**config.mk**
```make
export PLATFORM = sky130hd
export DESIGN_NAME = time_set_controller
export DESIGN_NICKNAME = d
export VERILOG_FILES = /design/src/rtl/time_pkg.sv /design/src/rtl/bcd_field_step.sv /design/src/rtl/time_set_controller.sv
export SDC_FILE = /design/constraint.sdc
export NUM_CORES = 1
export LEC_CHECK = 0
export BUFFER_PORTS_ARGS = -buffer_cell sky130_fd_sc_hd__clkbuf_2
export CAP_MARGIN = 20
export CORE_MARGIN = 2
export CORE_UTILIZATION = 50
export DETAILED_ROUTE_END_ITERATION = 10
export GPL_TIMING_DRIVEN = 0
export PLACE_DENSITY_LB_ADDON = 0.25
export SYNTH_ARGS = -nofsm -noshare
export SYNTH_HDL_FRONTEND = slang
export SYNTH_HIERARCHICAL = 1
export SYNTH_SLANG_ARGS = --single-unit
```
**constraint.sdc**
```tcl
create_clock -name clk -period 4.5 [get_ports clk]
set_input_delay 0 -clock clk [delete_from_list [all_inputs] [get_ports clk]]
set_output_delay 0 -clock clk [all_outputs]
set_load 0.02 [all_outputs]
```
**src/rtl/time_pkg.sv**
```systemverilog
// time_pkg: shared digit encoding, time-field slice positions and set-FSM states
package time_pkg;
  localparam logic [5:0] CHAR_ZERO = 6'd26;
  localparam int SEC_ONES = 0;
  localparam int SEC_TENS = 6;
  localparam int MIN_ONES = 12;
  localparam int MIN_TENS = 18;
  typedef enum logic [1:0] {RUN, SET_MIN, SET_SEC, COMMIT} state_t;
endpackage

```
**src/rtl/bcd_field_step.sv**
```systemverilog
// bcd_field_step: one up/down step of a two-digit coded field with wrap between 00 and max
module bcd_field_step #(
  parameter logic [5:0] CHAR_ZERO = 6'd26
) (
  input  logic [11:0] field,
  input  logic        up,
  input  logic        down,
  input  logic [3:0]  max_tens,
  input  logic [3:0]  max_ones,
  output logic [11:0] next
);
  logic [3:0] t, o, nt, no;
  logic at_max, at_zero;
  assign t = 4'(field[11:6] - CHAR_ZERO);
  assign o = 4'(field[5:0] - CHAR_ZERO);
  assign at_max = t == max_tens && o == max_ones;
  assign at_zero = t == 4'd0 && o == 4'd0;
  // carry/borrow moves between ones and tens; top and bottom of the range wrap
  always_comb begin
    nt = t;
    no = o;
    if (up && !down) begin
      nt = at_max ? 4'd0 : (o == 4'd9 ? t + 4'd1 : t);
      no = (at_max || o == 4'd9) ? 4'd0 : o + 4'd1;
    end else if (down && !up) begin
      nt = at_zero ? max_tens : (o == 4'd0 ? t - 4'd1 : t);
      no = at_zero ? max_ones : (o == 4'd0 ? 4'd9 : o - 4'd1);
    end
  end
  assign next = {CHAR_ZERO + 6'(nt), CHAR_ZERO + 6'(no)};
endmodule

```
**src/rtl/time_set_controller.sv**
```systemverilog
// time_set_controller: button-driven mm:ss set FSM in front of the time counter (TIME_SET_AUTO_REPEAT_EN adds held-button auto-repeat)
module time_set_controller
  import time_pkg::*;
#(
  parameter logic [5:0] CHAR_ZERO = time_pkg::CHAR_ZERO,
  parameter int TIMEOUT_CYCLES = 1000000000,
  parameter int BLINK_HALF = 25000000,
  parameter int REPEAT_DELAY = 50000000,
  parameter int REPEAT_PERIOD = 10000000
) (
  input  logic        clk,
  input  logic        reset,
  input  logic        btn_mode,
  input  logic        btn_up,
  input  logic        btn_down,
  input  logic        btn_up_held,
  input  logic        btn_down_held,
  input  logic [23:0] cur_time,
  output logic        run_en,
  output logic        load_en,
  output logic [23:0] load_time,
  output logic [23:0] display_time,
  output logic [3:0]  edit_mask,
  output logic        blink_on
);
  localparam int IW = $clog2(TIMEOUT_CYCLES);
  localparam int BW = $clog2(BLINK_HALF);
  state_t state;
  logic [23:0] shadow, captured, next_shadow;
  logic [11:0] min_nxt, sec_nxt;
  logic [IW-1:0] idle;
  logic [BW-1:0] blink_cnt;
  logic in_set, up_ev, dn_ev, rep_fire, activity, step, timeout;
  function automatic logic [5:0] norm(input logic [5:0] c, input logic [3:0] mx);
    return (c >= CHAR_ZERO && {1'b0, c} <= 7'(CHAR_ZERO) + 7'(mx)) ? c : CHAR_ZERO;
  endfunction
  assign captured = {norm(cur_time[MIN_TENS +: 6], 4'd9), norm(cur_time[MIN_ONES +: 6], 4'd9),
                     norm(cur_time[SEC_TENS +: 6], 4'd5), norm(cur_time[SEC_ONES +: 6], 4'd9)};
  assign in_set = state == SET_MIN || state == SET_SEC;
`ifdef TIME_SET_AUTO_REPEAT_EN
  localparam int RW = $clog2(REPEAT_DELAY);
  logic [RW-1:0] rep;
  logic rep_up, rep_dn;
  assign rep_up = btn_up_held && !btn_down_held;
  assign rep_dn = btn_down_held && !btn_up_held;
  assign rep_fire = in_set && (rep_up || rep_dn) && rep == RW'(REPEAT_DELAY - 1);
  // hold time counter: first step after REPEAT_DELAY, then every REPEAT_PERIOD
  always_ff @(posedge clk or posedge reset)
    if (reset) rep <= '0;
    else if (!in_set || btn_mode || !(rep_up || rep_dn)) rep <= '0;
    else rep <= rep_fire ? RW'(REPEAT_DELAY - REPEAT_PERIOD) : rep + 1'b1;
  assign up_ev = btn_up || (rep_fire && rep_up);
  assign dn_ev = btn_down || (rep_fire && rep_dn);
`else
  logic unused_held;
  assign unused_held = btn_up_held ^ btn_down_held;
  assign rep_fire = 1'b0;
  assign up_ev = btn_up;
  assign dn_ev = btn_down;
`endif
  bcd_field_step #(.CHAR_ZERO(CHAR_ZERO)) u_min (
    .field(shadow[MIN_ONES +: 12]), .up(up_ev), .down(dn_ev),
    .max_tens(4'd9), .max_ones(4'd9), .next(min_nxt)
  );
  bcd_field_step #(.CHAR_ZERO(CHAR_ZERO)) u_sec (
    .field(shadow[SEC_ONES +: 12]), .up(up_ev), .down(dn_ev),
    .max_tens(4'd5), .max_ones(4'd9), .next(sec_nxt)
  );
  assign next_shadow = state == SET_MIN ? {min_nxt, shadow[11:0]} : {shadow[23:12], sec_nxt};
  assign activity = btn_mode || btn_up || btn_down || rep_fire;
  assign step = up_ev ^ dn_ev;
  assign timeout = !activity && idle == IW'(TIMEOUT_CYCLES - 1);
  assign display_time = state == RUN ? cur_time : shadow;
  assign load_time = shadow;
  // edit FSM with registered outputs; mode beats up/down, timeout drops the edit
  always_ff @(posedge clk or posedge reset)
    if (reset) begin
      state <= RUN;
      run_en <= 1'b1;
      load_en <= 1'b0;
      shadow <= {4{CHAR_ZERO}};
      edit_mask <= 4'b0000;
      blink_on <= 1'b1;
      idle <= '0;
      blink_cnt <= '0;
    end else begin
      load_en <= 1'b0;
      case (state)
        RUN: if (btn_mode) begin
          state <= SET_MIN;
          shadow <= captured;
          run_en <= 1'b0;
          edit_mask <= 4'b1100;
          blink_on <= 1'b1;
          idle <= '0;
          blink_cnt <= '0;
        end
        SET_MIN, SET_SEC: if (btn_mode) begin
          state <= state == SET_MIN ? SET_SEC : COMMIT;
          edit_mask <= state == SET_MIN ? 4'b0011 : 4'b0000;
          load_en <= state == SET_SEC;
          blink_on <= 1'b1;
          idle <= '0;
          blink_cnt <= '0;
        end else if (timeout) begin
          state <= RUN;
          run_en <= 1'b1;
          edit_mask <= 4'b0000;
          blink_on <= 1'b1;
          idle <= '0;
          blink_cnt <= '0;
        end else begin
          idle <= activity ? '0 : idle + 1'b1;
          if (step) begin
            shadow <= next_shadow;
            blink_on <= 1'b1;
            blink_cnt <= '0;
          end else if (blink_cnt == BW'(BLINK_HALF - 1)) begin
            blink_on <= !blink_on;
            blink_cnt <= '0;
          end else blink_cnt <= blink_cnt + 1'b1;
        end
        COMMIT: begin
          state <= RUN;
          run_en <= 1'b1;
        end
        default: state <= RUN;
      endcase
    end
endmodule

```
======== Word level (Yosys, flattened, before mapping) ========
Cells that the tools add are included.
word-level totals
  flip-flop bits (word level) ............. 88
  output and inout bits ................... 55
operators by class
  mux-type cells .......................... 66
  magnitude comparators ................... 8
  eq/ne operators ......................... 18
  add/subtract/negate cells ............... 18
  bitwise operators ....................... 1
  reduce and logical (&&, ||, !) cells .... 33
operators with widths
  cell                     number
  $mux W24                 6
  $mux W25                 5
  $mux W30                 4
  $mux W4                  25
  $pmux W30 S2             1
  $pmux W25 S2             1
  $pmux W24 S2             1
  $add A30 B1 Y30 const B  1
  $eq A30 B30 Y1 const B   1
  $add A25 B1 Y25 const B  1
  $eq A25 B25 Y1 const B   1
  $add A5 B4 Y6 const A    4
  $ge A6 B5 Y1 const B     4
  $mux W6                  4
  $le A6 B6 Y1 const B     3
  $add A4 B1 Y4 const B    4
  $logic_not A4 Y1         4
  $sub A4 B1 Y4 const B    4
  $sub A4 B4 Y4 const B    4
  $ne A2 B2 Y1 const B     7
  $eq A4 B4 Y1 const B     3
  $reduce_and A6 Y1        2
  $logic_and A1 B1 Y1      11
  $mux W1                  11
  19 further kinds         32

======== Logic depth before layout (Yosys ltp) ========
  depth after elaboration ................. 12
  mapped depth ............................ 14
  depth with buffers taken out ............ 13

======== Modules after synthesis ========
The synthesis kept the hierarchy.
modules (own cells, without submodules)
  module               cells each  area an instance (um2)  seq. area each (um2)  times used
  time_set_controller  614         5447.7                  2169.6                1
  bcd_field_step       145         1051.0                  0.0                   2

======== Worst setup path after synthesis ========
Ideal clock, no wire load.
  kind .................................... reg2reg
  start ................................... register shadow[7], in the netlist load_time[7]
  end ..................................... register shadow[9], in the netlist load_time[9]
  library setup time ...................... 77 ps
  arrival time ............................ 2835 ps
  required time ........................... 4423 ps
  slack ................................... 1588 ps
  clock period less this slack ............ 2912 ps
  cell stages (with the launch flop) ...... 15
  path through ............................ dfstp_2 inv_1 ha_1 buf_6 xnor2_1 nor4_4 nand4_4 a311oi_1 inv_1 ha_1 inv_1 ha_1 inv_1 inv_1 a31oi_1
on the way
  word-level cells in the longest chain between the ends .. 12
ends and longest elaborated chain
  element                                                   line                                        source
  from (decl)                                               time_set_controller.sv:29                   logic [23:0] shadow, captured, next_shadow;
  from (signal assigned)                                    time_set_controller.sv:81                   shadow <= {4{CHAR_ZERO}};
  from (signal assigned)                                    time_set_controller.sv:91                   shadow <= captured;
  from (signal assigned)                                    time_set_controller.sv:115                  shadow <= next_shadow;
  $sub A4 B4 Y4 (*)                                         bcd_field_step.sv:14                        assign t = 4'(field[11:6] - CHAR_ZERO);
  $sub A4 B1 Y4 / $logic_not A4 Y1 (equally long branches)  bcd_field_step.sv:26, bcd_field_step.sv:17
  $mux W4 / $logic_and A1 B1 Y1 (equally long branches)     bcd_field_step.sv:26, bcd_field_step.sv:17
  $mux W4                                                   bcd_field_step.sv:26                        nt = at_zero ? max_tens : (o == 4'd0 ? t - 4'd1 : t);
  $mux W4                                                   bcd_field_step.sv:25                        end else if (down && !up) begin
  $mux W4 (*)                                               bcd_field_step.sv:22                        if (up && !down) begin
  $add A5 B4 Y6 (*)                                         bcd_field_step.sv:30                        assign next = {CHAR_ZERO + 6'(nt), CHAR_ZERO + 6'(no)};
  via sec_nxt[9]                                            time_set_controller.sv:30                   logic [11:0] min_nxt, sec_nxt;
  $mux W24 (*)                                              time_set_controller.sv:69                   assign next_shadow = state == SET_MIN ? {min_nxt, shadow[11:0]} : {shadow[23:12], sec_nxt};
  $mux W24 (*)                                              time_set_controller.sv:114                  if (step) begin
  $mux W24 (*)                                              time_set_controller.sv:105                  end else if (timeout) begin
  $mux W24 (*)                                              time_set_controller.sv:98                   SET_MIN, SET_SEC: if (btn_mode) begin
  $pmux W24 S2 (*)                                          time_set_controller.sv:88                   case (state)
Mark *: on every way through the listed nets, which the timed path passes. The rest lies on a longest branch. The select of a mux whose other input is x is not followed.
A chain may end at the register's enable or synchronous reset.

======== Worst setup path after layout ========
  start ................................... register shadow[1], in the netlist load_time[1]
  end ..................................... register shadow[9], in the netlist load_time[9]
on the way
  word-level cells in the longest chain between the ends .. 12
ends and longest elaborated chain
  element                                                line                                        source
  $sub A4 B4 Y4 (*)                                      bcd_field_step.sv:15                        assign o = 4'(field[5:0] - CHAR_ZERO);
  $logic_not A4 Y1                                       bcd_field_step.sv:17, bcd_field_step.sv:26
  $mux W4 / $logic_and A1 B1 Y1 (equally long branches)  bcd_field_step.sv:26, bcd_field_step.sv:17
  $mux W4                                                bcd_field_step.sv:26
  $mux W4                                                bcd_field_step.sv:25
  $mux W4 (*)                                            bcd_field_step.sv:22
  $add A5 B4 Y6 (*)                                      bcd_field_step.sv:30
  via sec_nxt[9]                                         time_set_controller.sv:30
  $mux W24 (*)                                           time_set_controller.sv:69
  $mux W24 (*)                                           time_set_controller.sv:114
  $mux W24 (*)                                           time_set_controller.sv:105
  $mux W24 (*)                                           time_set_controller.sv:98
  $pmux W24 S2 (*)                                       time_set_controller.sv:88
Marked as above.

==> results.toml <==
[sta]
tightest_slew_ns = 0.866
maxSlewHeadroom = 0.417
max_freq_mhz = 294
setup_violations = 0
finalMaxSlewViolations = 0
hold_violations = 0
fin_skew_ns = 0.00964
finalCritPeriodShare = 0.755
tns_ns = 0
rsz0062_at_grt = "false"
finalWorstSetupSlack_ns = 1.10
period_minus_slack_ns = 3.40

[yosys]
synth-main-ff-cell = "dfrtp_1"
synth-seq-cells = 86
synth-compound-area-share = 0.186
ys_warn_count = 6
netlist_instances = 904
synth-xor-area-share = 0.0547
synthAdderAreaFrac = 0.0713
synthDistinctLibCells = 77
mappedNetlistArea_um2 = 7550
synth_simple_gate_area_share = 0.268
synth-seq-area-share = 0.287
synth_top_family_by_area = "simple AND/OR/NAND/NOR gates"
synth-edff-count = 0
syn_avg_cell_area_um2 = 8.35
synthArstFlopShare = 1.00
synthMuxAreaShare = 0.0651

[floorplanning]
core_um2 = 14600
die_area_um2 = 16100
die_w_um = 127
fp.dieH_um = 127
rows = 44
io_pins = 86
initial_core_util = 0.516

[global_route]
grt_pass1_wl_mm = 33.9
grt.total_usage = 0.257
gr-total-overflow = 0
grt_max_degree = 45
antenna_found_initial = 0
grt_pass1_vias = 6818

[pwr]
switching_share = 0.506
p_comb_frac = 0.653
finalPower_mw = 5.28
leakage_nw = 3.71
clock_power_share = 0.129
seqPwrFrac = 0.217
power.density_nw_per_um2 = 611
p_int_mw = 2.61
ir_worst_vdd_v = 0.000255
p_sw_mw = 2.67

[clock_tree]
clkSinkCount = 86
post_cts_buffers = 0
clock_latency_ns = 0.34
cts_tree = "built"
clkTransAtPathRegs_ns = 0.06
clockBufferDepth = 2
cts-root-buf = "clkbuf_16"
post_cts_resize_count = 0
cts_made_buffers = 9
cts_htree_levels = 3

[critical_path]
crit_slowest_cell = "dfstp_2"
cp-startpoint = "load_time[1]"
cp.arrival_ns = 3.66
cp_max_fo = 10
r2r_start = "load_time[1]"
cp_num_buf_inv = 6
critPathMostFrequentCell = "inv_1"
cp-start-kind = "flop"
max_stage_delay_ns = 0.67
crit_family = "compound AO/OA/AOI/OAI gates"
cp.required_ns = 4.76
worstSetupEndpointType = "flop"
cp_cell_sequence = "inv_1 -> ha_1 -> xnor2_1 -> buf_4 -> nor3_1 -> a211oi_1 -> a311oi_1 -> inv_1 -> ha_1 -> inv_1 -> ha_1 -> inv_1 -> inv_1 -> a31oi_1"
crit_type = "flop to flop"

[finish]
drive_above_1_share = 0.193
fin_cells = 1224
area_growth_pct = 14.5
n_fill_cell = 1332
layout.nets = 1109
fin_util = 0.590
antennaDiodeCount = 0

[detailed_routing]
post_drt_wl_per_cell_um = 16.7
initialDrtViolationCount = 774
ant_nets = 0
viasPerCell = 6.04
drc_errors = 0
dr_total_vias = 7397
finalWirelength_mm = 20.5
firstDrtPassIters = 6

[place]
dp.cells = 1204
io_buffers = 83
pre_cts_ws_ns = 1.19
place_hpwl_mm = 14.9
gp_congestion = 0.926

[hold_path]
hold_class = "input pin to flop"
hp-start = "cur_time[7]"

[run_status]
outcome = "finished, final reports clean"

[job]
drv.max_cap_violation_count = 0
-- cells in the final DEF (no fill, tap or decap), drive strengths merged, types with 4 or more instances in the layout --
master	Yosys	routed
a211oi	7	7
a21bo	4	4
a21o	6	6
a21oi	61	61
a2bb2oi	4	4
a311oi	8	8
a31oi	34	34
a41o	4	4
and2	15	15
and3	15	15
and4	12	12
buf	28	29
clkbuf	27	125
conb	2	34
dfrtp	72	72
dfstp	14	14
ha	43	43
inv	54	54
mux2	25	25
mux2i	21	21
nand2	85	85
nand3	68	68
nand3b	4	4
nand4	38	38
nor2	46	46
nor2b	8	8
nor3	26	26
nor4	9	9
o21ai	47	47
o31ai	4	4
or2	6	6
or3	9	9
or4	4	4
or4b	5	5
xnor2	23	23
xor2	19	19
-- power groups by stage --
stage	Combinational, mW	Clock, mW	Sequential [mW]
5_1_grt	3.79	0.730	1.18
4_1_cts	3.43	0.700	1.15
2_1_floorplan	2.46	0	1.22
3_5_place_dp	3.41	0	1.17
6_report	3.45	0.683	1.15
3_3_place_gp	3.37	0	1.16
-- synth_stat cells (8+ instances only) --
cell type	count	area, um2
nand2_1	85	319
dfrtp_1	72	1800
nand3_1	68	340
a21oi_1	58	290
inv_1	54	203
o21ai_0	47	235
nor2_1	46	173
ha_1	43	538
nand4_1	36	225
a31oi_1	34	213
clkbuf_1	26	97.6
nor3_1	26	130
mux2_2	25	282
mux2i_1	21	210
xnor2_1	19	166
xor2_1	17	149
and3_1	15	93.8
dfstp_2	14	368
and2_1	13	81.3
and4_1	12	105
buf_2	11	55.1
or3_1	9	56.3
a311oi_1	8	70.1
buf_6	8	90.1
nor2b_1	8	50.1
-- cell type report --
cell class	instances	area (um2)	share of cell area
clock buffers	14	254	0.0294
clock inverters	2	10.0	0.00116
flip-flops and latches	86	2170	0.251
repair buffers	88	478	0.0553
plain buffers	55	300	0.0347
multi-input cells	741	5000	0.578
well taps	184	230	0.0266
inverters	54	205	0.0237
-- worst paths after layout --
path | endpoint | slack [ns] | cells after the start
min in group asynchronous | idle[2] | 0.28 | 3
worst max register to register | load_time[9] | 1.10 | 14
worst min register to register | run_en | 0.48 | 2
worst min-delay path | load_time[7] | 0.01 | 3
max in group asynchronous | load_time[22] | 3.55 | 4
worst max-delay path | load_time[9] | 1.10 | 14
-- what timing repair did --
action	in CTS	in global routing
endpoints found under the setup margin	0	0
endpoints found under the hold margin	43	0
hold buffers	3	0
-- cell families (layout without fill, tap and decap cells) --
kind of cell	count (synthesis)	count (layout)
buffers and inverters	109	213
DFF	86	86
muxes	46	46
other	2	34
AOI/OAI and AO/OA	212	212
xor gates and xnor gates	42	42
and+or+nand+nor	364	364
adders and majority gates	43	43
-- worst min-delay path: cells and delay by family --
kind	cells	cell delay, ns
buf+inv	1	0.11
simple gates	1	0.14
compound gates	1	0.09
-- sequential cells by signal, indices dropped and copies added, names as in the netlist --
| signal | count |
|---|---|
| idle | 30 |
| blink_cnt | 25 |
| load_time | 24 |
| edit_mask | 2 |
| state | 2 |
| blink_on | 1 |
| load_en | 1 |
| run_en | 1 |
-- metal layers --
metal	global-route usage	wire length, um
met1	0.352	9270
met2	0.427	9900
met3	0.0321	960
met4	0.0782	325
met5	0	0
-- metrics by stage --
| stage | hold WS [ns] | area, um2 |
|---|---|---|
| finish | 0.0103 | 8640 |
| global route | 0.00354 | 8640 |
| CTS | 0.00257 | 8640 |
| detailed placement | 0.0901 | 8350 |
| global placement | 0.308 | 8320 |
| floorplan | 0.168 | 7670 |
(Power assumes the default switching activity.)
